`config.mk`:
```
export PLATFORM = sky130hd
export DESIGN_NAME = bk_mem_arbiter_flat
export DESIGN_NICKNAME = d
export VERILOG_FILES = /design/src/rtl/bk_mem_pkg.sv /design/src/rtl/bk_mem_arbiter_if.sv /design/src/rtl/bk_acc_timer.sv /design/src/rtl/bk_mem_arbiter.sv /design/src/flat_wrapper.sv
export SDC_FILE = /design/constraint.sdc
export NUM_CORES = 1
export LEC_CHECK = 0
export ABC_AREA = 1
export ABC_CLOCK_PERIOD_IN_PS = 5240
export CAP_MARGIN = 20
export CORE_ASPECT_RATIO = 0.5
export CORE_MARGIN = 8
export CORE_UTILIZATION = 30
export CTS_CLUSTER_SIZE = 10
export DETAILED_ROUTE_END_ITERATION = 6
export GPL_TIMING_DRIVEN = 0
export PLACE_DENSITY = 0.64
export SLEW_MARGIN = 10
export SYNTH_ARGS = -nofsm -noshare
export SYNTH_HDL_FRONTEND = slang
export SYNTH_SLANG_ARGS = --single-unit
```
`constraint.sdc`:
```
create_clock -name clk -period 5.24 [get_ports clk]
set_input_delay 0.786 -clock clk [delete_from_list [all_inputs] [get_ports clk]]
set_output_delay 0.786 -clock clk [all_outputs]
set_load 0.03 [all_outputs]
```
`src/rtl/bk_mem_pkg.sv`:
```
// Shared definitions for the BK-0010 main-RAM arbiter: FSM states, RAM limit, lane codes.
// Latency: n/a (constants and a pure helper function only).
// Backpressure: n/a.
package bk_mem_pkg;

    typedef enum logic [2:0] {
        ST_IDLE  = 3'd0,
        ST_VID   = 3'd1,
        ST_CRD   = 3'd2,
        ST_CWR   = 3'd3,
        ST_CHOLD = 3'd4
    } arb_st_t;

    // Top of the 32 KB main RAM as a CPU byte address.
    localparam logic [15:0] RAM_LIMIT = 16'o077777;

    // Byte-lane enables packed as {ub_n, lb_n}, active low.
    localparam logic [1:0] LANE_BOTH  = 2'b00;
    localparam logic [1:0] LANE_UPPER = 2'b01;
    localparam logic [1:0] LANE_LOWER = 2'b10;
    localparam logic [1:0] LANE_NONE  = 2'b11;

    // Byte accesses use address bit 0 to pick the lane; 1 selects the upper byte.
    function automatic logic [1:0] lane_sel(input logic byte_acc, input logic a0);
        if (!byte_acc)
            return LANE_BOTH;
        return a0 ? LANE_UPPER : LANE_LOWER;
    endfunction

endpackage

```
`src/rtl/bk_mem_arbiter_if.sv`:
```
// Bundle of the CPU bus, video fetch port and split-data SRAM pins around bk_mem_arbiter.
// Latency: n/a (wiring only).
// Backpressure: CPU held off by withholding cpu_reply; video held off by withholding vid_ack.
// Modports: slave = the arbiter, master = the CPU/video/SRAM side.
interface bk_mem_arbiter_if;

    logic        cpu_rd;
    logic        cpu_wt;
    logic        cpu_byte;
    logic [15:0] cpu_adr;
    logic [15:0] cpu_din;
    logic [15:0] cpu_dout;
    logic        cpu_reply;

    logic        vid_req;
    logic [13:0] vid_adr;
    logic        vid_ack;
    logic [15:0] vid_data;

    logic [13:0] sram_a;
    logic [15:0] sram_dq_o;
    logic [15:0] sram_dq_i;
    logic        sram_dq_oe;
    logic        sram_oe_n;
    logic        sram_we_n;
    logic        sram_ub_n;
    logic        sram_lb_n;

    modport slave (
        input  cpu_rd, cpu_wt, cpu_byte, cpu_adr, cpu_din,
        output cpu_dout, cpu_reply,
        input  vid_req, vid_adr,
        output vid_ack, vid_data,
        output sram_a, sram_dq_o, sram_dq_oe, sram_oe_n, sram_we_n, sram_ub_n, sram_lb_n,
        input  sram_dq_i
    );

    modport master (
        output cpu_rd, cpu_wt, cpu_byte, cpu_adr, cpu_din,
        input  cpu_dout, cpu_reply,
        output vid_req, vid_adr,
        input  vid_ack, vid_data,
        input  sram_a, sram_dq_o, sram_dq_oe, sram_oe_n, sram_we_n, sram_ub_n, sram_lb_n,
        output sram_dq_i
    );

endinterface

```
`src/rtl/bk_acc_timer.sv`:
```
// Loadable down-counter timing one SRAM access; done is high while the count is zero.
// Latency: load takes effect at the ce edge it is sampled on; one decrement per ce edge.
// Backpressure: none; holds its value while ce is low.
// Ports: clk, reset_n, ce, load, load_val -> done.
module bk_acc_timer #(
    parameter int W = 3
) (
    input  logic         clk,
    input  logic         reset_n,
    input  logic         ce,
    input  logic         load,
    input  logic [W-1:0] load_val,
    output logic         done
);

    logic [W-1:0] cnt;

    always_ff @(posedge clk or negedge reset_n) begin
        if (!reset_n) begin
            cnt <= '0;
        end else if (ce) begin
            if (load)
                cnt <= load_val;
            else if (cnt != '0)
                cnt <= cnt - W'(1);
        end
    end

    assign done = (cnt == '0);

endmodule

```
`src/rtl/bk_mem_arbiter.sv`:
```
// Single-port SRAM controller sharing BK-0010 main RAM between the CPU bus and video fetches.
// Latency: ACC_CYCLES ce cycles per access plus one idle ce cycle between accesses.
// Backpressure: video has priority (strict, or bounded by VID_MAX when BK_ARB_FAIR_EN is defined);
//               the CPU waits for cpu_reply, video waits for vid_ack.
// Ports: clk, reset_n (async, active low), ce, bus (bk_mem_arbiter_if.slave).
module bk_mem_arbiter
    import bk_mem_pkg::*;
#(
    parameter int ACC_CYCLES = 2,
    parameter int VID_MAX    = 4
) (
    input  logic            clk,
    input  logic            reset_n,
    input  logic            ce,
    bk_mem_arbiter_if.slave bus
);

    localparam logic [2:0] ACC_LOAD = 3'(ACC_CYCLES - 1);
    localparam logic [2:0] VID_LIM  = 3'(VID_MAX);

    arb_st_t     state, state_nxt;
    logic [13:0] acc_adr;
    logic [1:0]  acc_lane;
    logic [15:0] acc_din;
    logic [15:0] cpu_dout_r;
    logic [15:0] vid_data_r;
    logic        vid_ack_r;
    logic        tmr_done;
    logic        grant;
    logic        cpu_rq;
    logic        cpu_force;
    logic [13:0] cpu_wadr;

    assign cpu_rq   = bus.cpu_rd | bus.cpu_wt;
    // Bit 15 lies above the 32 KB RAM; bit 0 only selects a byte lane.
    assign cpu_wadr = bus.cpu_adr[14:1] & RAM_LIMIT[14:1];
    assign grant    = (state == ST_IDLE) && (state_nxt != ST_IDLE);

`ifdef BK_ARB_FAIR_EN
    // Counts video grants made back-to-back while the CPU was waiting.
    logic [2:0] fair_cnt;

    always_ff @(posedge clk or negedge reset_n) begin
        if (!reset_n) begin
            fair_cnt <= '0;
        end else if (ce && grant) begin
            if (state_nxt != ST_VID)
                fair_cnt <= '0;
            else if (!cpu_rq)
                fair_cnt <= '0;
            else if (fair_cnt != 3'd7)
                fair_cnt <= fair_cnt + 3'd1;
        end
    end

    assign cpu_force = cpu_rq && (fair_cnt >= VID_LIM);
`else
    logic [2:0] unused_vid_lim;
    assign unused_vid_lim = VID_LIM;
    assign cpu_force      = 1'b0;
`endif

    bk_acc_timer #(.W(3)) u_timer (
        .clk      (clk),
        .reset_n  (reset_n),
        .ce       (ce),
        .load     (grant),
        .load_val (ACC_LOAD),
        .done     (tmr_done)
    );

    always_ff @(posedge clk or negedge reset_n) begin
        if (!reset_n)
            state <= ST_IDLE;
        else if (ce)
            state <= state_nxt;
    end

    always_comb begin
        state_nxt = state;
        case (state)
            ST_IDLE: begin
                if (bus.vid_req && !cpu_force)
                    state_nxt = ST_VID;
                else if (bus.cpu_rd)          // rd+wt together is treated as a read
                    state_nxt = ST_CRD;
                else if (bus.cpu_wt)
                    state_nxt = ST_CWR;
            end
            ST_VID: begin
                if (tmr_done)
                    state_nxt = ST_IDLE;
            end
            ST_CRD, ST_CWR: begin
                // Strobes dropping mid-access abandon it without a reply.
                if (!cpu_rq)
                    state_nxt = ST_IDLE;
                else if (tmr_done)
                    state_nxt = ST_CHOLD;
            end
            ST_CHOLD: begin
                if (!cpu_rq)
                    state_nxt = ST_IDLE;
            end
            default: state_nxt = ST_IDLE;
        endcase
    end

    // Address, lanes and write data are captured at grant so they stay fixed for the access.
    always_ff @(posedge clk or negedge reset_n) begin
        if (!reset_n) begin
            acc_adr    <= '0;
            acc_lane   <= LANE_NONE;
            acc_din    <= '0;
            cpu_dout_r <= '0;
            vid_data_r <= '0;
            vid_ack_r  <= 1'b0;
        end else if (ce) begin
            vid_ack_r <= 1'b0;
            if (grant) begin
                if (state_nxt == ST_VID) begin
                    acc_adr  <= bus.vid_adr;
                    acc_lane <= LANE_BOTH;
                end else begin
                    acc_adr  <= cpu_wadr;
                    acc_lane <= (state_nxt == ST_CWR) ? lane_sel(bus.cpu_byte, bus.cpu_adr[0])
                                                      : LANE_BOTH;
                    acc_din  <= bus.cpu_din;
                end
            end
            if (state == ST_VID && tmr_done) begin
                vid_data_r <= bus.sram_dq_i;
                vid_ack_r  <= 1'b1;
            end
            if (state == ST_CRD && state_nxt == ST_CHOLD)
                cpu_dout_r <= bus.sram_dq_i;
        end
    end

    always_comb begin
        bus.sram_a     = acc_adr;
        bus.sram_dq_o  = acc_din;
        bus.sram_oe_n  = 1'b1;
        bus.sram_we_n  = 1'b1;
        bus.sram_dq_oe = 1'b0;
        {bus.sram_ub_n, bus.sram_lb_n} = LANE_NONE;
        bus.cpu_reply  = (state == ST_CHOLD);
        bus.cpu_dout   = cpu_dout_r;
        bus.vid_ack    = vid_ack_r;
        bus.vid_data   = vid_data_r;
        case (state)
            ST_VID, ST_CRD: begin
                bus.sram_oe_n = 1'b0;
                {bus.sram_ub_n, bus.sram_lb_n} = acc_lane;
            end
            ST_CWR: begin
                bus.sram_we_n  = 1'b0;
                bus.sram_dq_oe = 1'b1;
                {bus.sram_ub_n, bus.sram_lb_n} = acc_lane;
            end
            default: ;
        endcase
    end

endmodule

```
`src/flat_wrapper.sv`:
```
// flat-port wrapper written by rule: the top's interface ports become plain ports
module bk_mem_arbiter_flat import bk_mem_pkg::*;
#(
    parameter int ACC_CYCLES = 2,
    parameter int VID_MAX    = 4
)
  (clk, reset_n, ce, bus_cpu_rd, bus_cpu_wt, bus_cpu_byte, bus_cpu_adr, bus_cpu_din, bus_cpu_dout, bus_cpu_reply, bus_vid_req, bus_vid_adr, bus_vid_ack, bus_vid_data, bus_sram_a, bus_sram_dq_o, bus_sram_dq_oe, bus_sram_oe_n, bus_sram_we_n, bus_sram_ub_n, bus_sram_lb_n, bus_sram_dq_i);
  bk_mem_arbiter_if bus_i ();
  input  logic clk;
  input  logic reset_n;
  input  logic ce;
  input wire logic [$bits(bus_i.cpu_rd)-1:0] bus_cpu_rd;
  input wire logic [$bits(bus_i.cpu_wt)-1:0] bus_cpu_wt;
  input wire logic [$bits(bus_i.cpu_byte)-1:0] bus_cpu_byte;
  input wire logic [$bits(bus_i.cpu_adr)-1:0] bus_cpu_adr;
  input wire logic [$bits(bus_i.cpu_din)-1:0] bus_cpu_din;
  output wire logic [$bits(bus_i.cpu_dout)-1:0] bus_cpu_dout;
  output wire logic [$bits(bus_i.cpu_reply)-1:0] bus_cpu_reply;
  input wire logic [$bits(bus_i.vid_req)-1:0] bus_vid_req;
  input wire logic [$bits(bus_i.vid_adr)-1:0] bus_vid_adr;
  output wire logic [$bits(bus_i.vid_ack)-1:0] bus_vid_ack;
  output wire logic [$bits(bus_i.vid_data)-1:0] bus_vid_data;
  output wire logic [$bits(bus_i.sram_a)-1:0] bus_sram_a;
  output wire logic [$bits(bus_i.sram_dq_o)-1:0] bus_sram_dq_o;
  output wire logic [$bits(bus_i.sram_dq_oe)-1:0] bus_sram_dq_oe;
  output wire logic [$bits(bus_i.sram_oe_n)-1:0] bus_sram_oe_n;
  output wire logic [$bits(bus_i.sram_we_n)-1:0] bus_sram_we_n;
  output wire logic [$bits(bus_i.sram_ub_n)-1:0] bus_sram_ub_n;
  output wire logic [$bits(bus_i.sram_lb_n)-1:0] bus_sram_lb_n;
  input wire logic [$bits(bus_i.sram_dq_i)-1:0] bus_sram_dq_i;
  assign bus_i.cpu_rd = bus_cpu_rd;
  assign bus_i.cpu_wt = bus_cpu_wt;
  assign bus_i.cpu_byte = bus_cpu_byte;
  assign bus_i.cpu_adr = bus_cpu_adr;
  assign bus_i.cpu_din = bus_cpu_din;
  assign bus_cpu_dout = bus_i.cpu_dout;
  assign bus_cpu_reply = bus_i.cpu_reply;
  assign bus_i.vid_req = bus_vid_req;
  assign bus_i.vid_adr = bus_vid_adr;
  assign bus_vid_ack = bus_i.vid_ack;
  assign bus_vid_data = bus_i.vid_data;
  assign bus_sram_a = bus_i.sram_a;
  assign bus_sram_dq_o = bus_i.sram_dq_o;
  assign bus_sram_dq_oe = bus_i.sram_dq_oe;
  assign bus_sram_oe_n = bus_i.sram_oe_n;
  assign bus_sram_we_n = bus_i.sram_we_n;
  assign bus_sram_ub_n = bus_i.sram_ub_n;
  assign bus_sram_lb_n = bus_i.sram_lb_n;
  assign bus_i.sram_dq_i = bus_sram_dq_i;
  bk_mem_arbiter #(.ACC_CYCLES(ACC_CYCLES), .VID_MAX(VID_MAX)) u_core (.clk(clk), .reset_n(reset_n), .ce(ce), .bus(bus_i));
endmodule
```
Word level (Yosys, flattened, before mapping) --
Cells that the tools add are included.
Storage, ports and cells: bits in registers 71, output and inout bits 69, word-level logic and storage cells 60
Cells by class: $add $sub $neg 1, eq/ne operators 7, muxes and demuxes 26, bitwise gates (word level) 2, reduce and logical (&&, ||, !) cells 16
Operators with widths (count):
- 3-bit two-way mux | 9
- 14-bit two-way mux | 1
- 3-bit one-hot mux with 4 select lines | 1
- 1-bit two-way mux | 10
- 2-bit two-way mux | 5
- 3-bit by 2-bit equality test with 1-bit output, second input constant | 3
- 2-bit AND reduction | 4
- 3-bit by 1-bit equality test with 1-bit output, second input constant | 2
- 3-bit equality test, second input constant | 2
- 3-bit zero test | 2
- 3-bit nonzero test | 2
- 2-bit OR reduction | 2
- 1-bit logical AND | 3
- 3-bit AND reduction | 1
- 3-bit OR reduction | 1
- 3-bit by 1-bit subtractor with 3-bit output, second input constant | 1
- 2-bit nonzero test | 1
- 1-bit inverter | 1
- 1-bit OR | 1

Longest topological paths before layout --
Gate-level depths: netlist of the first run.
depth in word-level cells 11, mapped depth 12, gate-level depth less buffers 11

Modules after synthesis --
A second synthesis of the first run with hierarchy kept.
Second synthesis, totals: cells, all modules 397, area, all modules 3250.6 µm²
By module, submodules not included:
- bk_mem_arbiter | instances 1, cells each 366, area an instance 3026.7 µm², sequential area each 1704.1 µm²
- bk_acc_timer | instances 1, cells each 31, area an instance 224.0 µm², sequential area each 75.1 µm²

Least setup slack after synthesis of the first run --
No wires, ideal clock.
path kind register to output, start reg u_core.state[2], end out bus_sram_we_n, data arrival time 1.295 ns, required time 4.454 ns, setup slack 3.159 ns, stages on the path, launching flop included 5, path buffers 0, cell sequence dfrtp_1 inv_2 nand2_1 nor2_1 inv_1
On the way: longest elaborated chain between the ends 2
RTL lines:
- start, declared | line bk_mem_arbiter.sv:21 | arb_st_t state, state_nxt;
- start signal, assigned | line bk_mem_arbiter.sv:76 | state <= state_nxt;
- 3-bit by 2-bit equality test with 1-bit output | line bk_mem_arbiter.sv:151 | case (state)
- 1-bit two-way mux | line bk_mem_arbiter.sv:151
- end, declared | line flat_wrapper.sv:27 | output wire logic [$bits(bus_i.sram_we_n)-1:0] bus_sram_we_n;
No other way between the ends.

Worst setup path in the final report of the first run --
start reg u_core.state[0], end out bus_sram_lb_n
On the way: longest elaborated chain between the ends 3, elaborated cells on any way between the ends 5
RTL lines:
- 3-bit by 2-bit equality test with 1-bit output / 3-bit by 1-bit equality test with 1-bit output (equally long branches) | line bk_mem_arbiter.sv:151
- 3-bit OR reduction (no line) (*)
- 1-bit two-way mux (*) | line bk_mem_arbiter.sv:151
- end, declared | line flat_wrapper.sv:29 | output wire logic [$bits(bus_i.sram_lb_n)-1:0] bus_sram_lb_n;
Every way passes the cells marked *; elsewhere a longest branch is shown, timed or not.

==> results of run 1 <==
## cells by family (layout without fill, tap and decap cells)
family / Yosys count / after routing / synth area share
AO/OA/AOI/OAI: 67 / 67 / 0.1079
XOR/XNOR: 1 / 1 / 0.002727
adder cells (fa/ha/maj): 2 / 2 / 0.007790
buffers and inverters: 64 / 217 / 0.08336
flip-flops: 71 / 71 / 0.5540
AND/OR/NAND/NOR: 168 / 168 / 0.2443
## stage by stage
stage | hold slack (ns) | cell area (um2) | setup WS [ns] | util | power, uW
after floorplan | 0.4437 | 3212 | 3.159 | - | 2013
after global placement | 0.4540 | 4748 | 0.7779 | 0.4604 | 2733
after detailed placement | 0.4576 | 4773 | 2.528 | 0.4629 | 2760
after CTS | 0.3344 | 5082 | 2.606 | 0.4928 | 3424
after global routing | 0.3418 | 5082 | 2.547 | 0.4928 | 3593
final | 0.3364 | 5082 | 2.626 | 0.4928 | 3372
## flip-flops by register name, summed over array words and instances (netlist names)
signal,cells
u_core.u_timer.cnt,3
u_core.bus.sram_a,14
u_core.bus.vid_data,16
u_core.bus.sram_dq_o,16
u_core.bus.cpu_dout,16
u_core.bus.vid_ack,1
u_core.state,3
u_core.acc_lane,2
## critical path: cells and delay by family (launching register included)
| kind | cells | cell delay, ns |
|---|---|---|
| DFF | 1 | 0.44 |
| and+or+nand+nor | 2 | 0.31 |
| buffers and inverters | 2 | 0.76 |
## layout make-up
type                            instances  area, um2
Sequential cell                        71       1779
Buffer                                 17      91.34
Multi-Input combinational cell        238       1165
Inverter                               47      176.4
Clock buffer                           12      236.5
Fill cell                             994       5230
Timing Repair Buffer                  137       1386
Clock inverter                          4      72.57
Tap cell                              140      175.2
## power groups by stage
stage          Combinational (uW)  Sequential, uW  Clock, uW
2_1_floorplan                 714            1300          0
3_3_place_gp                 1830             906          0
3_5_place_dp                 1850             908          0
4_1_cts                      1860             903        661
5_1_grt                      1980             931        686
6_report                     1830             903        643
## synth_stat cells, drive strengths merged (2+ instances only)
master,n
clkbuf,8
dfstp,2
ha,2
buf,9
inv,47
o21ai,66
nand3b,3
nor2,13
nand3,5
nand4,19
dfrtp,69
nand2,127
## worst max-delay path by stage
stage / to / slack [ns] / cells past startpoint
after floorplan: bus_sram_we_n / 3.16 / 4
after global placement: u_core.bus.sram_dq_o[11]$_DFFE_PN0P_ / 0.78 / 1
final: bus_sram_lb_n / 2.63 / 4
after global routing: bus_cpu_reply / 2.55 / 4
after detailed placement: u_core.bus.vid_data[5]$_DFFE_PN0P_ / 2.53 / 7
after CTS: bus_sram_lb_n / 2.61 / 4
## layer usage
layer	wire, um	vias up
met2	5097	63
met1	4355	1358
met5	0	-
met4	91	0
met3	475	10
li1	-	1483
==> flow_summary.json, run 1 <==
{
  "syn_nets": 444,
  "r2r_slack_ns": 3.21,
  "insertedDiodeCount": 0,
  "grtUsageMet2": 0.2491,
  "hold_class": "primary input to asynchronous set/reset pin",
  "outcome": "finished clean",
  "die-height_um": 89.17,
  "skew_ns": 0.007559,
  "p_sw_frac": 0.4410,
  "met1_usage": 0.1690,
  "fin_crit_sh": 0.4989,
  "slowest_stage": "clkdlybuf4s50_1",
  "die_area_um2": 14470,
  "ys_seq_area_frac": 0.5540,
  "syn_inst": 373,
  "final_cells": 666,
  "synth_ff_type": "dfrtp_1",
  "synthArstFlopShare": 1.000,
  "syn_area_um2": 3212,
  "ys_warn_count": 0,
  "grt_pass1_wl_um": 15920,
  "intPower_uw": 1885,
  "dp.cells": 650,
  "clock_sink_count": 71,
  "setup_viol": 0,
  "rows": 26,
  "p_per_area_nw_per_um2": 663.5,
  "synth_edf_count": 0,
  "fin_crit_ns": 2.614,
  "avgSynthCellArea_um2": 8.611,
  "cts_buffer_depth": 2,
  "r2r_cells": 12,
  "drt-initial-drc-count": 237,
  "drv_slew": 0,
  "ys_types": 27,
  "io-pin-count": 138,
  "cts-buffers-inserted": 9,
  "required_ns": 4.45,
  "hold_buffers": 0,
  "nNetsFinal": 592,
  "combPwrFrac": 0.542,
  "insertion_delay_ns": 0.33,
  "ys_ff_latch": 71,
  "grt.total_usage": 0.1407,
  "routed_via_density": 4.375,
  "die_w_um": 162.3,
  "synth_top_cell_by_area": "dfrtp_1",
  "start_util": 0.3115,
  "clkSlewWorstSetupHoldPaths_ns": 0.05,
  "p_switching_uw": 1487,
  "place_congestion": 0.7956,
  "rr_endpoint": "u_core.bus.sram_dq_o[6]$_DFFE_PN0P_",
  "syn_to_final_growth_pct": 58.24,
  "p_leak_uw": 0.002408,
  "antenna_found_initial": 0,
  "root_buffer": "clkbuf_16",
  "post-cts-setup-buffers": 0,
  "hold_viol_final": 0,
  "endpoint_kind": "output port",
  "drc": 0,
  "path_cells": "nor2_2 -> inv_1 -> nand3b_1 -> clkdlybuf4s50_1",
  "worstMarginPinSlew_ns": 0.4875,
  "path_class": "flop to output port",
  "cp_max_fo": 5,
  "ir_drop_mv": 0.2351,
  "layout_common_cells": "clkdlybuf4s50_1 (135), nand2_1 (122), dfrtp_1 (69)",
  "yosys-top-cells-area": "dfrtp_1 (54%), nand2_1 (14%), o21ai_0 (9.2%), inv_1 (5.0%), nand4_1 (3.5%)",
  "postRouteAntennaNets": 0,
  "io_buffers": 136,
  "slowest_delay_ns": 0.68,
  "drive_above_1_share": 0.08935,
  "fin_tns_setup_ns": 0,
  "start_kind": "flop",
  "rsz0062_at_grt": "no",
  "worstPathArrival_ns": 1.83,
  "htree_levels": 3,
  "startpoint": "u_core.state[0]$_DFFE_PN0P_",
  "drv_cap": 0,
  "gr-max-usage-layer": "met2",
  "netlist.area_leader.share": 0.5376,
  "p_clk_frac": 0.191,
  "core_area_um2": 10310,
  "cts_tree": "yes",
  "regToRegStartpoint": "u_core.u_timer.cnt[0]$_DFFE_PN0P_",
  "vias": 2914,
  "dr.pass1.iters": 4,
  "fmax_mhz": 382.5,
  "place_hpwl_um": 7549,
  "totalWireLength_um": 10020,
  "globalRouteMet3Util": 0.03814,
  "slew_headroom": 0.6750,
  "cts-resized-gates": 0,
  "wl_per_cell_um": 15.04,
  "grt_max_degree": 55,
  "layout_commonest_cell": "clkdlybuf4s50_1",
  "first_global_vias": 2926,
  "overflow": 0,
  "p_seq_frac": 0.268
}
Power figures use the tool's default switching activity.
==> inputs of run 2 (changes only) <==
--- a/config.mk
+++ b/config.mk
@@ -6,7 +6,7 @@
 export NUM_CORES = 1
 export LEC_CHECK = 0
 export ABC_AREA = 1
-export ABC_CLOCK_PERIOD_IN_PS = 5240
+export ABC_CLOCK_PERIOD_IN_PS = 2700
 export CAP_MARGIN = 20
 export CORE_ASPECT_RATIO = 0.5
 export CORE_MARGIN = 8
==> constraint.sdc (replaced) <==
create_clock -name clk -period 2.7 [get_ports clk]
set_input_delay 0.405 -clock clk [delete_from_list [all_inputs] [get_ports clk]]
set_output_delay 0.405 -clock clk [all_outputs]
set_load 0.03 [all_outputs]
==> run 2 against run 1 <==
- register-to-register slack got worse by 2.5 ns
- sequential share of layout area fell by 0.069 points
- highest routed layer unchanged
- first-iteration DRC count decreased by 17%
- global-route usage hardly changed
- sequential power increased by 94%
- cell count up 0.15%
- design area up 0.20%
- clock skew increased by 0.00051 ns
- flip-flop and latch count stayed put
- largest power group unchanged
- via count up 0.34%
==> flow_summary.json, run 2 (synthesis gave the netlist of run 1 again) <==
{
  "skew_ns": 0.008070,
  "p_per_area_nw_per_um2": 1285,
  "cpLargestDelayFamily": "buffers and inverters",
  "slew_headroom": 0.6750,
  "drc": 0,
  "htree_levels": 3,
  "rsz0062_at_grt": "no",
  "drt-initial-drc-count": 197,
  "nNetsFinal": 593,
  "endpoint_kind": "output port",
  "fin_crit_ns": 2.234,
  "postRouteAntennaNets": 0,
  "worstMarginPinSlew_ns": 0.4874,
  "layout_common_cells": "clkdlybuf4s50_1 (135), nand2_1 (122), dfrtp_1 (69)",
  "insertion_delay_ns": 0.33,
  "start_util": 0.3115,
  "fin_tns_setup_ns": 0,
  "ir_drop_mv": 0.4575,
  "slowest_stage": "clkdlybuf4s50_1",
  "drv_cap": 0,
  "root_buffer": "clkbuf_16",
  "routed_via_density": 4.384,
  "wl_per_cell_um": 15.03,
  "place_hpwl_um": 7549,
  "regToRegStartpoint": "u_core.u_timer.cnt[0]$_DFFE_PN0P_",
  "p_leak_uw": 0.002412,
  "io_buffers": 136,
  "cts-buffers-inserted": 9,
  "fin_ws_ns": 0.4661,
  "required_ns": 2.30,
  "cts_buffer_depth": 2,
  "grt_pass1_wl_um": 15940,
  "slowest_delay_ns": 0.68,
  "io-pin-count": 138,
  "start_kind": "flop",
  "fin_crit_sh": 0.8274,
  "hold_class": "flop to flop",
  "dr.pass1.iters": 4,
  "whs_ns": 0.4648,
  "layout_commonest_cell": "clkdlybuf4s50_1",
  "core_area_um2": 10310,
  "finish.instance_area_um2": 5092,
  "startpoint": "u_core.state[0]$_DFFE_PN0P_",
  "power_uw": 6546,
  "outcome": "finished clean",
  "setup_viol": 0,
  "rows": 26,
  "pre_cts_slack_ns": 0.3687,
  "die-height_um": 89.17,
  "path_cells": "nor2_2 -> inv_1 -> nand3b_1 -> clkdlybuf4s50_1",
  "totalWireLength_um": 10030,
  "drv_slew": 0,
  "cp_max_fo": 5,
  "syn_to_final_growth_pct": 58.55,
  "vias": 2924,
  "place_congestion": 0.7956,
  "cts_tree": "yes",
  "first_global_vias": 2932,
  "post-cts-setup-buffers": 0,
  "placed_area_um2": 4773,
  "grt.total_usage": 0.1409,
  "die_w_um": 162.3,
  "clkSlewWorstSetupHoldPaths_ns": 0.06,
  "drive_above_1_share": 0.08918,
  "hold_viol_final": 0,
  "die_area_um2": 14470,
  "path_class": "flop to output port",
  "antenna_found_initial": 0,
  "crit_buf_inv": 2,
  "clock_sink_count": 71,
  "fmax_mhz": 447.7,
  "overflow": 0,
  "r2r_slack_ns": 0.67,
  "insertedDiodeCount": 0,
  "grt_max_degree": 55,
  "worstPathArrival_ns": 1.83,
  "min-delay-start": "u_core.bus.sram_dq_o[11]$_DFFE_PN0P_"
}
==> run 2: cell types whose count changed in the layout (fill, tap and decap cells not counted), sizes merged <==
cell	previous run	this run
dlygate4sd3	0	1
==> run 2: routing by layer <==
layer,routed length [um],global-route usage,share of wire,up-vias
met5,0,0,0,-
met4,91,0.03503,0.0091,0
met3,459,0.03814,0.046,10
met2,5101,0.2498,0.51,61
met1,4373,0.1690,0.44,1368
li1,-,-,-,1485
==> run 2: worst paths after layout <==
path                                                             end  cells past startpoint
worst max-delay path                                   bus_sram_lb_n                      4
min in group asynchronous           u_core.bus.sram_a[2]$_DFFE_PN0P_                      2
worst max register to register   u_core.bus.sram_dq_o[6]$_DFFE_PN0P_                     12
max in group asynchronous             u_core.acc_lane[0]$_DFFE_PN1P_                      3
worst min register to register  u_core.bus.sram_dq_o[11]$_DFFE_PN0P_                      2
worst min-delay path            u_core.bus.sram_dq_o[11]$_DFFE_PN0P_                      2
==> run 2: cell type report <==
class                           instances  area (um2)
Fill cell                             993        5220
Sequential cell                        71        1779
Timing Repair Buffer                  138        1396
Multi-Input combinational cell        238        1165
Clock buffer                           12       236.5
Inverter                               47       176.4
Tap cell                              140       175.2
Buffer                                 17       91.34
Clock inverter                          4       72.57
==> run 2: worst register-to-register path: cells and delay by family, from the launching register on <==
kind	cells	cell delay [ns]
adders and majority gates	1	0.15
DFF	1	0.38
and+or+nand+nor	7	0.74
AOI/OAI and AO/OA	1	0.30
buffers and inverters	3	0.36
==> run 2: power breakdown <==
| group | total [uW] | switching [uW] | internal (uW) |
|---|---|---|---|
| clock network | 1250 | 440 | 808 |
| logic | 3550 | 2210 | 1340 |
| registers | 1750 | 240 | 1510 |
==> run 2: repair_timing <==
action | CTS | global route
resized for setup | 0 | 0
hold buffers | 1 | 0
endpoints found under the hold margin | 16 | 0
==> run 2: metrics by stage <==
| stage | util | instances |
|---|---|---|
| floorplan | - | 373 |
| global route | 0.4938 | 667 |
| CTS | 0.4938 | 667 |
| finish | 0.4938 | 667 |
| detailed placement | 0.4629 | 650 |
| global placement | 0.4604 | 649 |
==> inputs of run 3 (changes only) <==
--- a/config.mk
+++ b/config.mk
@@ -6,7 +6,7 @@
 export NUM_CORES = 1
 export LEC_CHECK = 0
 export ABC_AREA = 1
-export ABC_CLOCK_PERIOD_IN_PS = 2700
+export ABC_CLOCK_PERIOD_IN_PS = 2200
 export CAP_MARGIN = 20
 export CORE_ASPECT_RATIO = 0.5
 export CORE_MARGIN = 8
==> constraint.sdc (replaced) <==
create_clock -name clk -period 2.2 [get_ports clk]
set_input_delay 0.33 -clock clk [delete_from_list [all_inputs] [get_ports clk]]
set_output_delay 0.33 -clock clk [all_outputs]
set_load 0.03 [all_outputs]
==> run 3 against run 2 <==
- die area stayed put
- design area is 0.74% higher
- critical path depth did not move
- cell count grew 0.30%
- sequential power grew 23%
- global-route usage stayed put
- utilization grew 0.36 points
- non-clock buffer count is 2 higher
- register-to-register slack got worse by 0.46 ns
- sequential share of layout area down 0.26 points
- flip-flop and latch count unchanged
- largest power group unchanged
==> flow_summary.json, run 3 (synthesis gave the netlist of run 1 again) <==
{
  "r2r_slack_ns": 0.21,
  "rows": 26,
  "dr.pass1.iters": 4,
  "skew_ns": 0.007743,
  "place_hpwl_um": 7549,
  "pre_cts_slack_ns": -0.05633,
  "setup_viol": 0,
  "grt.total_usage": 0.1409,
  "syn_to_final_growth_pct": 59.72,
  "grt_max_degree": 55,
  "fin_crit_ns": 2.074,
  "fillers": 989,
  "whs_ns": 0.4303,
  "fmax_mhz": 482.2,
  "drc": 0,
  "regToRegStartpoint": "u_core.u_timer.cnt[0]$_DFFE_PN0P_",
  "rsz0062_at_grt": "no",
  "drt-initial-drc-count": 215,
  "hold_viol_final": 0,
  "core_area_um2": 10310,
  "overflow": 0,
  "htree_levels": 3,
  "wl_met1_um": 4356,
  "grt_pass1_wl_um": 15940,
  "final_util": 0.4975,
  "start_kind": "flop",
  "cp_max_fo": 5,
  "cts_buffer_depth": 2,
  "drive_above_1_share": 0.09641,
  "totalWireLength_um": 10040,
  "postRouteAntennaNets": 0,
  "die_area_um2": 14470,
  "worstPathArrival_ns": 1.74,
  "layout_commonest_cell": "clkdlybuf4s50_1",
  "cts-buffers-inserted": 9,
  "wl_per_cell_um": 15.00,
  "outcome": "finished clean",
  "clock_sink_count": 71,
  "antenna_found_initial": 0,
  "endpoint_kind": "output port",
  "place_congestion": 0.7956,
  "slew_headroom": 0.6770,
  "io-pin-count": 138,
  "drv_cap": 0,
  "start_util": 0.3115,
  "die_w_um": 162.3,
  "r2r_cells": 10,
  "cts_tree": "yes",
  "clkSlewWorstSetupHoldPaths_ns": 0.05,
  "path_class": "flop to output port",
  "first_global_vias": 2932,
  "placed_area_um2": 4773,
  "insertion_delay_ns": 0.33,
  "hold_class": "primary input to asynchronous set/reset pin",
  "io_buffers": 136,
  "routed_via_density": 4.380,
  "p_per_area_nw_per_um2": 1574,
  "nNetsFinal": 595,
  "met2_length_um": 5110,
  "fin_crit_sh": 0.9427,
  "required_ns": 1.87,
  "fin_ws_ns": 0.1262,
  "layout_common_cells": "clkdlybuf4s50_1 (132), nand2_1 (122), dfrtp_1 (69)",
  "drv_slew": 0,
  "highest_layer": "met4",
  "vias": 2930,
  "root_buffer": "clkbuf_16",
  "insertedDiodeCount": 0,
  "die-height_um": 89.17,
  "wl_met3_um": 480,
  "finish.instance_area_um2": 5130,
  "ir_drop_mv": 0.5602,
  "p_leak_uw": 0.002465,
  "worstMarginPinSlew_ns": 0.4845,
  "rr_endpoint": "u_core.u_timer.cnt[0]$_DFFE_PN0P_"
}
[run 3: changes by cell type in the layout (fill, tap and decap cells not counted)]
cell / before / now
buf_4: 2 / 3
buf_12: 0 / 1
clkbuf_2: 1 / 3
clkdlybuf4s50_1: 135 / 132
clkbuf_1: 10 / 8
dlymetal6s2s_1: 0 / 3
[run 3: metrics by stage]
stage | setup TNS [ns] | cells | power (uW)
2_1_floorplan | 0 | 373 | 4795
3_3_place_gp | -126.45 | 649 | 6510
3_5_place_dp | -0.3806 | 650 | 6574
4_1_cts | 0 | 667 | 8158
5_1_grt | 0 | 669 | 8599
6_report | 0 | 669 | 8077
[run 3: report_power, final]
part	total (uW)	internal [uW]	switching, uW
sequential	2150	1860	296
combinational	4390	1680	2720
clock	1530	992	540
total	8080	4520	3550
[run 3: worst max path at each step]
stage / from / end / depth (start not counted) / slack (ns)
6_report: u_core.state[2]$_DFFE_PN0P_ / bus_sram_dq_oe / 4 / 0.13
5_1_grt: u_core.u_timer.cnt[0]$_DFFE_PN0P_ / u_core.bus.cpu_dout[13]$_DFFE_PN0P_ / 11 / 0.004
4_1_cts: u_core.state[0]$_DFFE_PN0P_ / bus_sram_lb_n / 4 / 0.02
3_5_place_dp: ce / u_core.bus.vid_data[5]$_DFFE_PN0P_ / 7 / -0.06
3_3_place_gp: reset_n / u_core.bus.sram_dq_o[11]$_DFFE_PN0P_ / 1 / -1.81
2_1_floorplan: u_core.u_timer.cnt[0]$_DFFE_PN0P_ / u_core.bus.sram_dq_o[10]$_DFFE_PN0P_ / 12 / 0.46
[run 3: critical path, stage by stage (launching register included)]
cell and delay [ns]:
dfrtp_1 0.42, inv_2 0.13, nand2_1 0.06, nor2_1 0.12, clkdlybuf4s50_1 0.69
[run 3: repair_timing]
action	4_1_cts	5_1_grt
resized for setup	0	7
hold buffers	1	0
buffers inserted	0	2
setup endpoints to repair	0	8
hold endpoints to repair	16	0
[run 3: area by class of cell]
cell class	count	area, um2	area share
Buffer	17	93.84	0.01829
Clock buffer	12	236.5	0.04610
Clock inverter	4	72.57	0.01415
Inverter	47	176.4	0.03439
Multi-Input combinational cell	238	1165	0.2271
Sequential cell	71	1779	0.3468
Tap cell	140	175.2	0.03415
Timing Repair Buffer	140	1431	0.2790
[run 3: metal layers]
metal	vias to the layer above	GRT usage
li1	1491	-
met1	1358	0.1690
met2	71	0.2498
met3	10	0.03814
met4	0	0.03503
met5	-	0
